==> src/rtl/mult_share_if.sv <==
// Bundle between the shared-multiplier scheduler, its requesters and the multiplier.
// The slave modport is the scheduler's view; the master modport is the environment's view.
interface mult_share_if #(
    parameter int N_REQ = 4
);
    localparam int ID_W = $clog2(N_REQ);

    logic [N_REQ-1:0]   req;
    logic [8*N_REQ-1:0] req_a;
    logic [8*N_REQ-1:0] req_b;
    logic [N_REQ-1:0]   ack;
    logic               resp_valid;
    logic [ID_W-1:0]    resp_id;
    logic [15:0]        resp_result;
    logic               resp_err;
    logic               busy;
    logic [7:0]         mult_a;
    logic [7:0]         mult_b;
    logic               mult_start;
    logic               mult_done;
    logic [15:0]        mult_result;

    modport slave (
        input  req, req_a, req_b, mult_done, mult_result,
        output ack, resp_valid, resp_id, resp_result, resp_err, busy,
               mult_a, mult_b, mult_start
    );

    modport master (
        output req, req_a, req_b, mult_done, mult_result,
        input  ack, resp_valid, resp_id, resp_result, resp_err, busy,
               mult_a, mult_b, mult_start
    );
endinterface

==> src/rtl/mult_share_ctrl.sv <==
// Round-robin scheduler sharing one 8x8 multiplier among N_REQ requesters,
// with a watchdog timeout and a drain period before re-arbitrating.
module mult_share_ctrl #(
    parameter int N_REQ   = 4,
    parameter int TIMEOUT = 16,
    parameter int DRAIN   = 4
) (
    input  logic        clk,
    input  logic        reset,
    mult_share_if.slave bus
);
    localparam int ID_W    = $clog2(N_REQ);
    localparam int TMR_MAX = (TIMEOUT > DRAIN) ? TIMEOUT : DRAIN;
    localparam int TMR_W   = $clog2(TMR_MAX + 1);

    typedef enum logic [1:0] {S_IDLE, S_ISSUE, S_RESP, S_DRAIN} state_t;

    state_t             r_state, w_state_nxt;
    logic [ID_W-1:0]    r_rr_ptr, w_rr_ptr;
    logic [ID_W-1:0]    r_gnt_id, w_gnt_id;
    logic [TMR_W-1:0]   r_timer, w_timer;
    logic [N_REQ-1:0]   r_ack, w_ack;
    logic               r_resp_valid, w_resp_valid;
    logic [ID_W-1:0]    r_resp_id, w_resp_id;
    logic [15:0]        r_resp_result, w_resp_result;
    logic               r_resp_err, w_resp_err;
    logic               r_busy, w_busy;
    logic [7:0]         r_mult_a, w_mult_a;
    logic [7:0]         r_mult_b, w_mult_b;
    logic               r_mult_start, w_mult_start;

    logic               w_found;
    logic [ID_W-1:0]    w_gnt;
    logic [ID_W-1:0]    w_idx;

    // Search starts just past the last winner, so the last winner has lowest priority.
    always_comb begin
        w_found = 1'b0;
        w_gnt   = '0;
        w_idx   = '0;
        for (int k = 1; k <= N_REQ; k++) begin
            w_idx = ID_W'((int'(r_rr_ptr) + k) % N_REQ);
            if (!w_found && bus.req[w_idx]) begin
                w_found = 1'b1;
                w_gnt   = w_idx;
            end
        end
    end

    always_comb begin
        w_state_nxt   = r_state;
        w_rr_ptr      = r_rr_ptr;
        w_gnt_id      = r_gnt_id;
        w_timer       = r_timer;
        w_ack         = '0;
        w_resp_valid  = 1'b0;
        w_resp_id     = r_resp_id;
        w_resp_result = r_resp_result;
        w_resp_err    = r_resp_err;
        w_mult_a      = r_mult_a;
        w_mult_b      = r_mult_b;
        w_mult_start  = 1'b0;

        case (r_state)
            S_IDLE: begin
                if (w_found) begin
                    w_mult_a     = 8'(bus.req_a >> {w_gnt, 3'b000});
                    w_mult_b     = 8'(bus.req_b >> {w_gnt, 3'b000});
                    w_mult_start = 1'b1;
                    w_ack        = N_REQ'(1) << w_gnt;
                    w_gnt_id     = w_gnt;
                    w_rr_ptr     = w_gnt;
                    w_timer      = '0;
                    w_state_nxt  = S_ISSUE;
                end
            end
            S_ISSUE: begin
                // A done arriving on the last watchdog cycle still counts as success.
                if (bus.mult_done) begin
                    w_resp_valid  = 1'b1;
                    w_resp_id     = r_gnt_id;
                    w_resp_result = bus.mult_result;
                    w_resp_err    = 1'b0;
                    w_state_nxt   = S_RESP;
                end else if (r_timer == TMR_W'(TIMEOUT - 1)) begin
                    w_resp_valid  = 1'b1;
                    w_resp_id     = r_gnt_id;
                    w_resp_result = '0;
                    w_resp_err    = 1'b1;
                    w_state_nxt   = S_RESP;
                end else begin
                    w_timer      = r_timer + TMR_W'(1);
                    w_mult_start = 1'b1;
                end
            end
            S_RESP: begin
                if (r_resp_err) begin
                    w_timer     = '0;
                    w_state_nxt = S_DRAIN;
                end else begin
                    w_state_nxt = S_IDLE;
                end
            end
            S_DRAIN: begin
                if (r_timer == TMR_W'(DRAIN - 1)) begin
                    w_state_nxt = S_IDLE;
                end else begin
                    w_timer = r_timer + TMR_W'(1);
                end
            end
            default: w_state_nxt = S_IDLE;
        endcase

        w_busy = (w_state_nxt != S_IDLE);
    end

    always_ff @(posedge clk) begin
        if (reset) begin
            r_state       <= S_IDLE;
            r_rr_ptr      <= ID_W'(N_REQ - 1);
            r_gnt_id      <= '0;
            r_timer       <= '0;
            r_ack         <= '0;
            r_resp_valid  <= 1'b0;
            r_resp_id     <= '0;
            r_resp_result <= '0;
            r_resp_err    <= 1'b0;
            r_busy        <= 1'b0;
            r_mult_a      <= '0;
            r_mult_b      <= '0;
            r_mult_start  <= 1'b0;
        end else begin
            r_state       <= w_state_nxt;
            r_rr_ptr      <= w_rr_ptr;
            r_gnt_id      <= w_gnt_id;
            r_timer       <= w_timer;
            r_ack         <= w_ack;
            r_resp_valid  <= w_resp_valid;
            r_resp_id     <= w_resp_id;
            r_resp_result <= w_resp_result;
            r_resp_err    <= w_resp_err;
            r_busy        <= w_busy;
            r_mult_a      <= w_mult_a;
            r_mult_b      <= w_mult_b;
            r_mult_start  <= w_mult_start;
        end
    end

    assign bus.ack         = r_ack;
    assign bus.resp_valid  = r_resp_valid;
    assign bus.resp_id     = r_resp_id;
    assign bus.resp_result = r_resp_result;
    assign bus.resp_err    = r_resp_err;
    assign bus.busy        = r_busy;
    assign bus.mult_a      = r_mult_a;
    assign bus.mult_b      = r_mult_b;
    assign bus.mult_start  = r_mult_start;
endmodule

==> src/flat_wrapper.sv <==
// flat-port wrapper written by rule: the top's interface ports become plain ports
module mult_share_ctrl_flat 
#(
    parameter int N_REQ   = 4,
    parameter int TIMEOUT = 16,
    parameter int DRAIN   = 4
)
  (clk, reset, bus_req, bus_req_a, bus_req_b, bus_mult_done, bus_mult_result, bus_ack, bus_resp_valid, bus_resp_id, bus_resp_result, bus_resp_err, bus_busy, bus_mult_a, bus_mult_b, bus_mult_start);
  mult_share_if #(.N_REQ(N_REQ)) bus_i ();
  input  logic clk;
  input  logic reset;
  input wire logic [$bits(bus_i.req)-1:0] bus_req;
  input wire logic [$bits(bus_i.req_a)-1:0] bus_req_a;
  input wire logic [$bits(bus_i.req_b)-1:0] bus_req_b;
  input wire logic [$bits(bus_i.mult_done)-1:0] bus_mult_done;
  input wire logic [$bits(bus_i.mult_result)-1:0] bus_mult_result;
  output wire logic [$bits(bus_i.ack)-1:0] bus_ack;
  output wire logic [$bits(bus_i.resp_valid)-1:0] bus_resp_valid;
  output wire logic [$bits(bus_i.resp_id)-1:0] bus_resp_id;
  output wire logic [$bits(bus_i.resp_result)-1:0] bus_resp_result;
  output wire logic [$bits(bus_i.resp_err)-1:0] bus_resp_err;
  output wire logic [$bits(bus_i.busy)-1:0] bus_busy;
  output wire logic [$bits(bus_i.mult_a)-1:0] bus_mult_a;
  output wire logic [$bits(bus_i.mult_b)-1:0] bus_mult_b;
  output wire logic [$bits(bus_i.mult_start)-1:0] bus_mult_start;
  assign bus_i.req = bus_req;
  assign bus_i.req_a = bus_req_a;
  assign bus_i.req_b = bus_req_b;
  assign bus_i.mult_done = bus_mult_done;
  assign bus_i.mult_result = bus_mult_result;
  assign bus_ack = bus_i.ack;
  assign bus_resp_valid = bus_i.resp_valid;
  assign bus_resp_id = bus_i.resp_id;
  assign bus_resp_result = bus_i.resp_result;
  assign bus_resp_err = bus_i.resp_err;
  assign bus_busy = bus_i.busy;
  assign bus_mult_a = bus_i.mult_a;
  assign bus_mult_b = bus_i.mult_b;
  assign bus_mult_start = bus_i.mult_start;
  mult_share_ctrl #(.N_REQ(N_REQ), .TIMEOUT(TIMEOUT), .DRAIN(DRAIN)) u_core (.clk(clk), .reset(reset), .bus(bus_i));
endmodule
==> config.mk <==
export PLATFORM = sky130hd
export DESIGN_NAME = mult_share_ctrl_flat
export DESIGN_NICKNAME = d
export VERILOG_FILES = /design/src/rtl/mult_share_if.sv /design/src/rtl/mult_share_ctrl.sv /design/src/flat_wrapper.sv
export SDC_FILE = /design/constraint.sdc
export NUM_CORES = 1
export LEC_CHECK = 0
export BUFFER_PORTS_ARGS = -buffer_cell sky130_fd_sc_hd__buf_2
export CAP_MARGIN = 5
export CORE_MARGIN = 1
export CORE_UTILIZATION = 46
export CTS_CLUSTER_SIZE = 10
export DETAILED_ROUTE_END_ITERATION = 6
export HOLD_SLACK_MARGIN = 0.15
export PLACE_DENSITY = 0.8
export SLEW_MARGIN = 30
export SYNTH_ARGS = -nofsm -noshare
export SYNTH_HDL_FRONTEND = slang
export SYNTH_SLANG_ARGS = --single-unit
==> constraint.sdc <==
create_clock -name clk -period 2.61 [get_ports clk]
set_clock_uncertainty 0.2 [all_clocks]
set_input_delay 0 -clock clk [delete_from_list [all_inputs] [get_ports clk]]
set_output_delay 0 -clock clk [all_outputs]
set_load 0.005 [all_outputs]
# ---- Word-level counts from Yosys, hierarchy flattened
# Index checks and enable logic that the tools add are counted.
dict set report totals {
  input_bits 87
  out_inout_bits 42
  word_cells 92
  register_bits 53
}
dict set report classes {
  bitwise_logic 3
  n_reduce_logical 14
  order_cmp 4
  shift 3
  n_eq_ne 10
  n_addsub 5
  muxes 40
}
# operator n
set op_table {}
lappend op_table {{32-bit by 5-bit >> shifter with 8-bit output} 2}
lappend op_table {{16-bit 2-to-1 mux} 2}
lappend op_table {{5-bit 2-to-1 mux} 5}
lappend op_table {{2-bit 2-to-1 mux} 11}
lappend op_table {{5-bit case mux with 4 select lines} 1}
lappend op_table {{1-bit 2-to-1 mux} 15}
lappend op_table {{2-bit by 3-bit less-than comparator with 1-bit output (second input constant)} 4}
lappend op_table {{1-bit binary-select mux with 2-bit select} 4}
lappend op_table {{2-bit case mux with 4 select lines} 1}
lappend op_table {{2-bit inequality test (second input constant)} 3}
lappend op_table {{5-bit by 1-bit adder with 5-bit output (second input constant)} 1}
lappend op_table {{5-bit by 2-bit == test with 1-bit output (second input constant)} 1}
lappend op_table {{5-bit by 4-bit == test with 1-bit output (second input constant)} 1}
lappend op_table {{5-bit AND reduction} 1}
lappend op_table {{2-bit by 1-bit adder with 2-bit output (second input constant)} 2}
lappend op_table {{2-bit adder (second input constant)} 2}
lappend op_table {{2-bit == test (second input constant)} 2}
lappend op_table {{2-bit by 1-bit inequality test with 1-bit output (second input constant)} 2}
lappend op_table {{2-bit AND reduction} 2}
lappend op_table {{2-bit nonzero test} 2}
lappend op_table {{1-bit by 2-bit << shifter with 4-bit output (first input constant)} 1}
lappend op_table {{1-bit logical AND} 3}
lappend op_table {{1-bit logical NOT} 3}
lappend op_table {{1-bit NOT} 3}
lappend op_table {{5 further kinds} 5}

# ---- Longest topological paths before layout
dict set report depth {
  word_depth 16
  mapped_depth 8
  mapped_depth_nobuf 7
}

# ---- Least setup slack after synthesis
# No wires, ideal clock.
dict set report synth_timing {
  path_kind {register to register}
  startpoint {register u_core.r_timer[0]}
  endpoint {register u_core.r_resp_id[0], in the netlist u_core.bus.resp_id[0]}
  required_time_ns 2.282
  path_stages_with_launch 8
  path_buffers 1
  t_arrival_ns 1.741
  setup_slack_ns 0.541
  setup_time_ns 0.128
  synth_period_minus_slack_ns 2.069
  path_cell_list {dfxtp_1 ha_1 and3_1 ha_1 o21ai_1 clkbuf_1 mux2i_1 nor2_1}
}
dict set report synth_via {
  elab_chain_cells 3
}
# element line
set synth_rtl {}
lappend synth_rtl {{start: declaration} mult_share_ctrl.sv:21} ;# logic [TMR_W-1:0] r_timer, w_timer;
lappend synth_rtl {{start signal: assignment} mult_share_ctrl.sv:136} ;# r_timer <= w_timer;
lappend synth_rtl {{5-bit by 4-bit == test with 1-bit output} mult_share_ctrl.sv:85} ;# end else if (r_timer == TMR_W'(TIMEOUT - 1)) begin
lappend synth_rtl {{2-bit nonzero test (no line)} --}
lappend synth_rtl {{2-bit AND reduction (no line)} --}
lappend synth_rtl {{end signal: assignment} mult_share_ctrl.sv:139} ;# r_resp_id <= w_resp_id;
lappend synth_rtl {{end: declaration} mult_share_ctrl.sv:24} ;# logic [ID_W-1:0] r_resp_id, w_resp_id;
# Every way passes these cells.
# A chain may end at the register's enable or synchronous reset.

# ---- Worst setup path after layout
dict set report layout_timing {
  startpoint {input port bus_req[0]}
  endpoint {register u_core.r_mult_b[0], in the netlist u_core.bus.mult_b[0]}
}
dict set report layout_via {
  elab_chain_cells 13
  word_cells_on_any_way 24
  cone_classes {1 x shift; 16 x mux; 7 x reduce/logical}
}
# element line
set layout_rtl {}
lappend layout_rtl {{start: declaration} flat_wrapper.sv:12} ;# input wire logic [$bits(bus_i.req)-1:0] bus_req;
lappend layout_rtl {{1-bit binary-select mux with 2-bit select} mult_share_ctrl.sv:43} ;# if (!w_found && bus.req[w_idx]) begin
lappend layout_rtl {{1-bit 2-to-1 mux (not written as such)} mult_share_ctrl.sv:43}
lappend layout_rtl {{1-bit 2-to-1 mux} mult_share_ctrl.sv:43}
lappend layout_rtl {{1-bit logical NOT} mult_share_ctrl.sv:43}
lappend layout_rtl {{1-bit logical AND} mult_share_ctrl.sv:43}
lappend layout_rtl {{1-bit 2-to-1 mux} mult_share_ctrl.sv:43}
lappend layout_rtl {{1-bit logical NOT} mult_share_ctrl.sv:43}
lappend layout_rtl {{1-bit logical AND} mult_share_ctrl.sv:43}
lappend layout_rtl {{1-bit 2-to-1 mux} mult_share_ctrl.sv:43}
lappend layout_rtl {{1-bit logical NOT} mult_share_ctrl.sv:43}
lappend layout_rtl {{1-bit logical AND} mult_share_ctrl.sv:43}
lappend layout_rtl {{2-bit 2-to-1 mux or 1-bit 2-to-1 mux (tied branches)} mult_share_ctrl.sv:43}
lappend layout_rtl {{32-bit by 5-bit >> shifter with 8-bit output or 2-bit AND reduction (tied branches)} --}
lappend layout_rtl {{end signal: assignment} mult_share_ctrl.sv:144} ;# r_mult_b <= w_mult_b;
lappend layout_rtl {{end: declaration} mult_share_ctrl.sv:29} ;# logic [7:0] r_mult_b, w_mult_b;
# Parallel ways exist; a longest one is shown, timed or not. The select of a mux whose other input is x is not followed.

==> out/results.tsv <==
metric	value	unit
status	complete, no violations	
worst-margin pin slew	762.5	ps
Tmin final	2557	ps
endpoints failing setup	0	
startpoint types	input port	
Cells after Synth	285	
Tcrit/Tclk final	97.98	%
grt total ovfl	0	
cell with the most instances after synthesis	dfxtp_1	
Starting Density	49.07	%
number of global-route vias before repair	3227	
GR Util All Layers	32.90	%
htree depth	2	
1st-pass router iterations	5	
post-synth top area share	41.29	%
final routed DRC violation total	0	
r2r startpoint	u_core.r_rr_ptr[0]	
mean post-synth cell area	9.017	sq um
final WL	10450	um
setup TNS	0	ps
largest family of logic cells by synthesized area	compound AO/OA/AOI/OAI gates	
Routed Antenna Nets	0	
P&R area growth vs syn	66.41	%
Final Hold Fails	0	
Critical Path AT	2620	ps
Compound-Gate Fraction of Synth Area	21.42	%
Netlist cell types	47	
Final Non-Filler Cells	564	
Max Cap Viol	0	
Yosys reg bits	53	
vias per cell	5.833	
clock slew at reported path FFs	110	ps
share of cells above drive strength 1	31.85	%
Adder-Cell Fraction of Synth Area	0.9737	%
Num CTS Buffers	5	
fmax	391.0	MHz
post-synthesis simple-gate area fraction	20.06	%
commonest cells in the netlist	dfxtp_1, nor2_1, mux2i_1, a22oi_1, clkbuf_1	
final hold slack	247.6	ps
Rel. slew slack	48.45	%
final core occ	81.65	%
hold wc startpoint	bus_mult_result[2]	
critical path required time	2680	ps
Iter 0 DRT Violations	313	
worst hold path type	input port to flop	
cell type with the largest total area after synthesis	dfxtp_1	
EDFF count, synth	0	
I/O pin cnt	129	
antenna violations before repair	1	
routed via count	3290	
die area	5890	sq um
CP Class	input port to flop	
Static Leak	0.001977	uW
Horiz. Die Dim	76.75	um
Clk Latency, worst-skew pair	320	ps
pin count of the biggest net entering global routing	39	
DP Cell Count	466	
CTS tree	done	
clock buffer depth	2	
sequential share of the synthesized area	41.29	%
PwrDens	494.7	nW/um^2
number of port buffers	128	
Nets	581	
first-pass GRT wire length	15210	um
post-DR wirelength/cell	18.52	um
Placement Rows	26	
predominant post-synthesis flop cell	dfxtp_1	
Clock Root Buffer	clkbuf_8	
pins over their slew limit	0	
Setup crit end kind	flop	
Die Height	76.75	um
Critical path origin	bus_req[0]	
top cells by area, synth	dfxtp_1, mux2i_1, nor2_1	
PnR Total Power	2116	uW
RePlAce Congestion	0.8596	
post-synthesis mux area share	9.883	%
Max rail drop VDD	348.5	uV
Final HPWL DP	4888	um
Syn. warnings	0	
total clock sinks	53	
Worst Path Max Fanout	15	
syn nets	374	
Synth Cell Area	2570	sq um
fraction of registers with async set/reset	0	%
Core Region	5238	sq um
Post-Synth XOR/XNOR Area	0	%
-- path summary, 6_finish.rpt --
kind | depth (start not counted) | slack, ps | end
hold / removal | 4 | 250 | u_core.bus.resp_result[2]
setup / recovery | 9 | 50 | u_core.bus.mult_b[0]
setup reg to reg | 7 | 70 | u_core.bus.mult_b[0]
hold reg to reg | 2 | 300 | u_core.r_timer[1]
-- layout by cell type (no fill, tap or decap), types with 2 or more instances in the layout --
cell type and instances:
buf_2 128, dlygate4sd3_1 84, dfxtp_1 52, nor2_1 38, mux2i_1 22, a22oi_1 16
nand3b_1 13, inv_1 12, o221ai_1 11, a31oi_1 9, o21ai_0 8, buf_4 8
a21oi_1 7, nand4_1 7, nand3_1 5, nand2b_1 5, and4_1 5, clkbuf_8 5
nand2_1 4, nor3_1 4, a211oi_1 4, a2111oi_1 4, o21ai_1 3, mux2_1 3
and2_1 2, o211ai_1 2, or3_1 2, ha_1 2, clkinvlp_4 2, buf_6 2
-- cell families (layout without fill, tap and decap cells) --
kind of cell,count (synthesis),in the layout
and+or+nand+nor,93,93
AOI/OAI and AO/OA,76,76
buffers and inverters,36,244
other,0,1
muxes,25,25
adders and majority gates,2,2
DFF,53,53
-- worst max-delay path: stages --
cell and delay, ps:
dlygate4sd3_1 560, buf_2 180, nand2b_1 160, a21bo_4 250
and3_2 230, buf_12 170, mux2i_1 120, a2111oi_1 350
dlygate4sd3_1 610
-- routing by layer --
metal  up-vias  track usage [%]  wire length [um]  part of all wire (%)
met5         -                0                 0                     0
met4         0            19.23               597                   5.7
met3        60            6.667               693                   6.6
met2       218            61.43              5470                    52
met1      1533            33.51              3683                    35
li1       1479                -                 -                     -
-- what timing repair did --
item,CTS,global route
hold endpoints to repair,41,0
gates resized for setup,0,9
endpoints found under the setup margin,0,13
setup buffers,0,4
hold buffers,84,0
-- registers in the layout, summed over array words and instances (netlist names) --
signal	count
u_core.bus.ack	4
u_core.bus.busy	1
u_core.bus.mult_a	8
u_core.bus.mult_b	8
u_core.bus.mult_start	1
u_core.bus.resp_err	1
u_core.bus.resp_id	2
u_core.bus.resp_result	16
u_core.bus.resp_valid	1
u_core.r_gnt_id	2
u_core.r_rr_ptr	2
u_core.r_state	2
u_core.r_timer	5
-- area by class of cell --
type | count | area [sq um]
Clock buffer | 5 | 68.82
Clock inverter | 3 | 26.28
Tap cell | 70 | 87.58
Multi-Input combinational cell | 196 | 1375
Fill cell | 284 | 960.9
Inverter | 12 | 45.04
Antenna cell | 1 | 2.502
Sequential cell | 53 | 1062
Timing Repair Buffer | 224 | 1609
-- power by group --
| group | internal (uW) | leakage (uW) | switching, uW |
|---|---|---|---|
| registers | 878 | 0.000435 | 45.5 |
| logic | 363 | 0.00150 | 320 |
| clock network | 196 | 0.0000423 | 313 |
| total | 1440 | 0.00198 | 678 |
-- metrics by stage --
stage               cell area [sq um]  setup WS [ps]
finish                           4277          52.71
global route                     4277         -26.01
CTS                              4180          28.56
detailed placement               3244          255.1
global placement                 3244          336.0
floorplan                        2570          541.1
No activity file was read; power rests on OpenSTA's default activity.
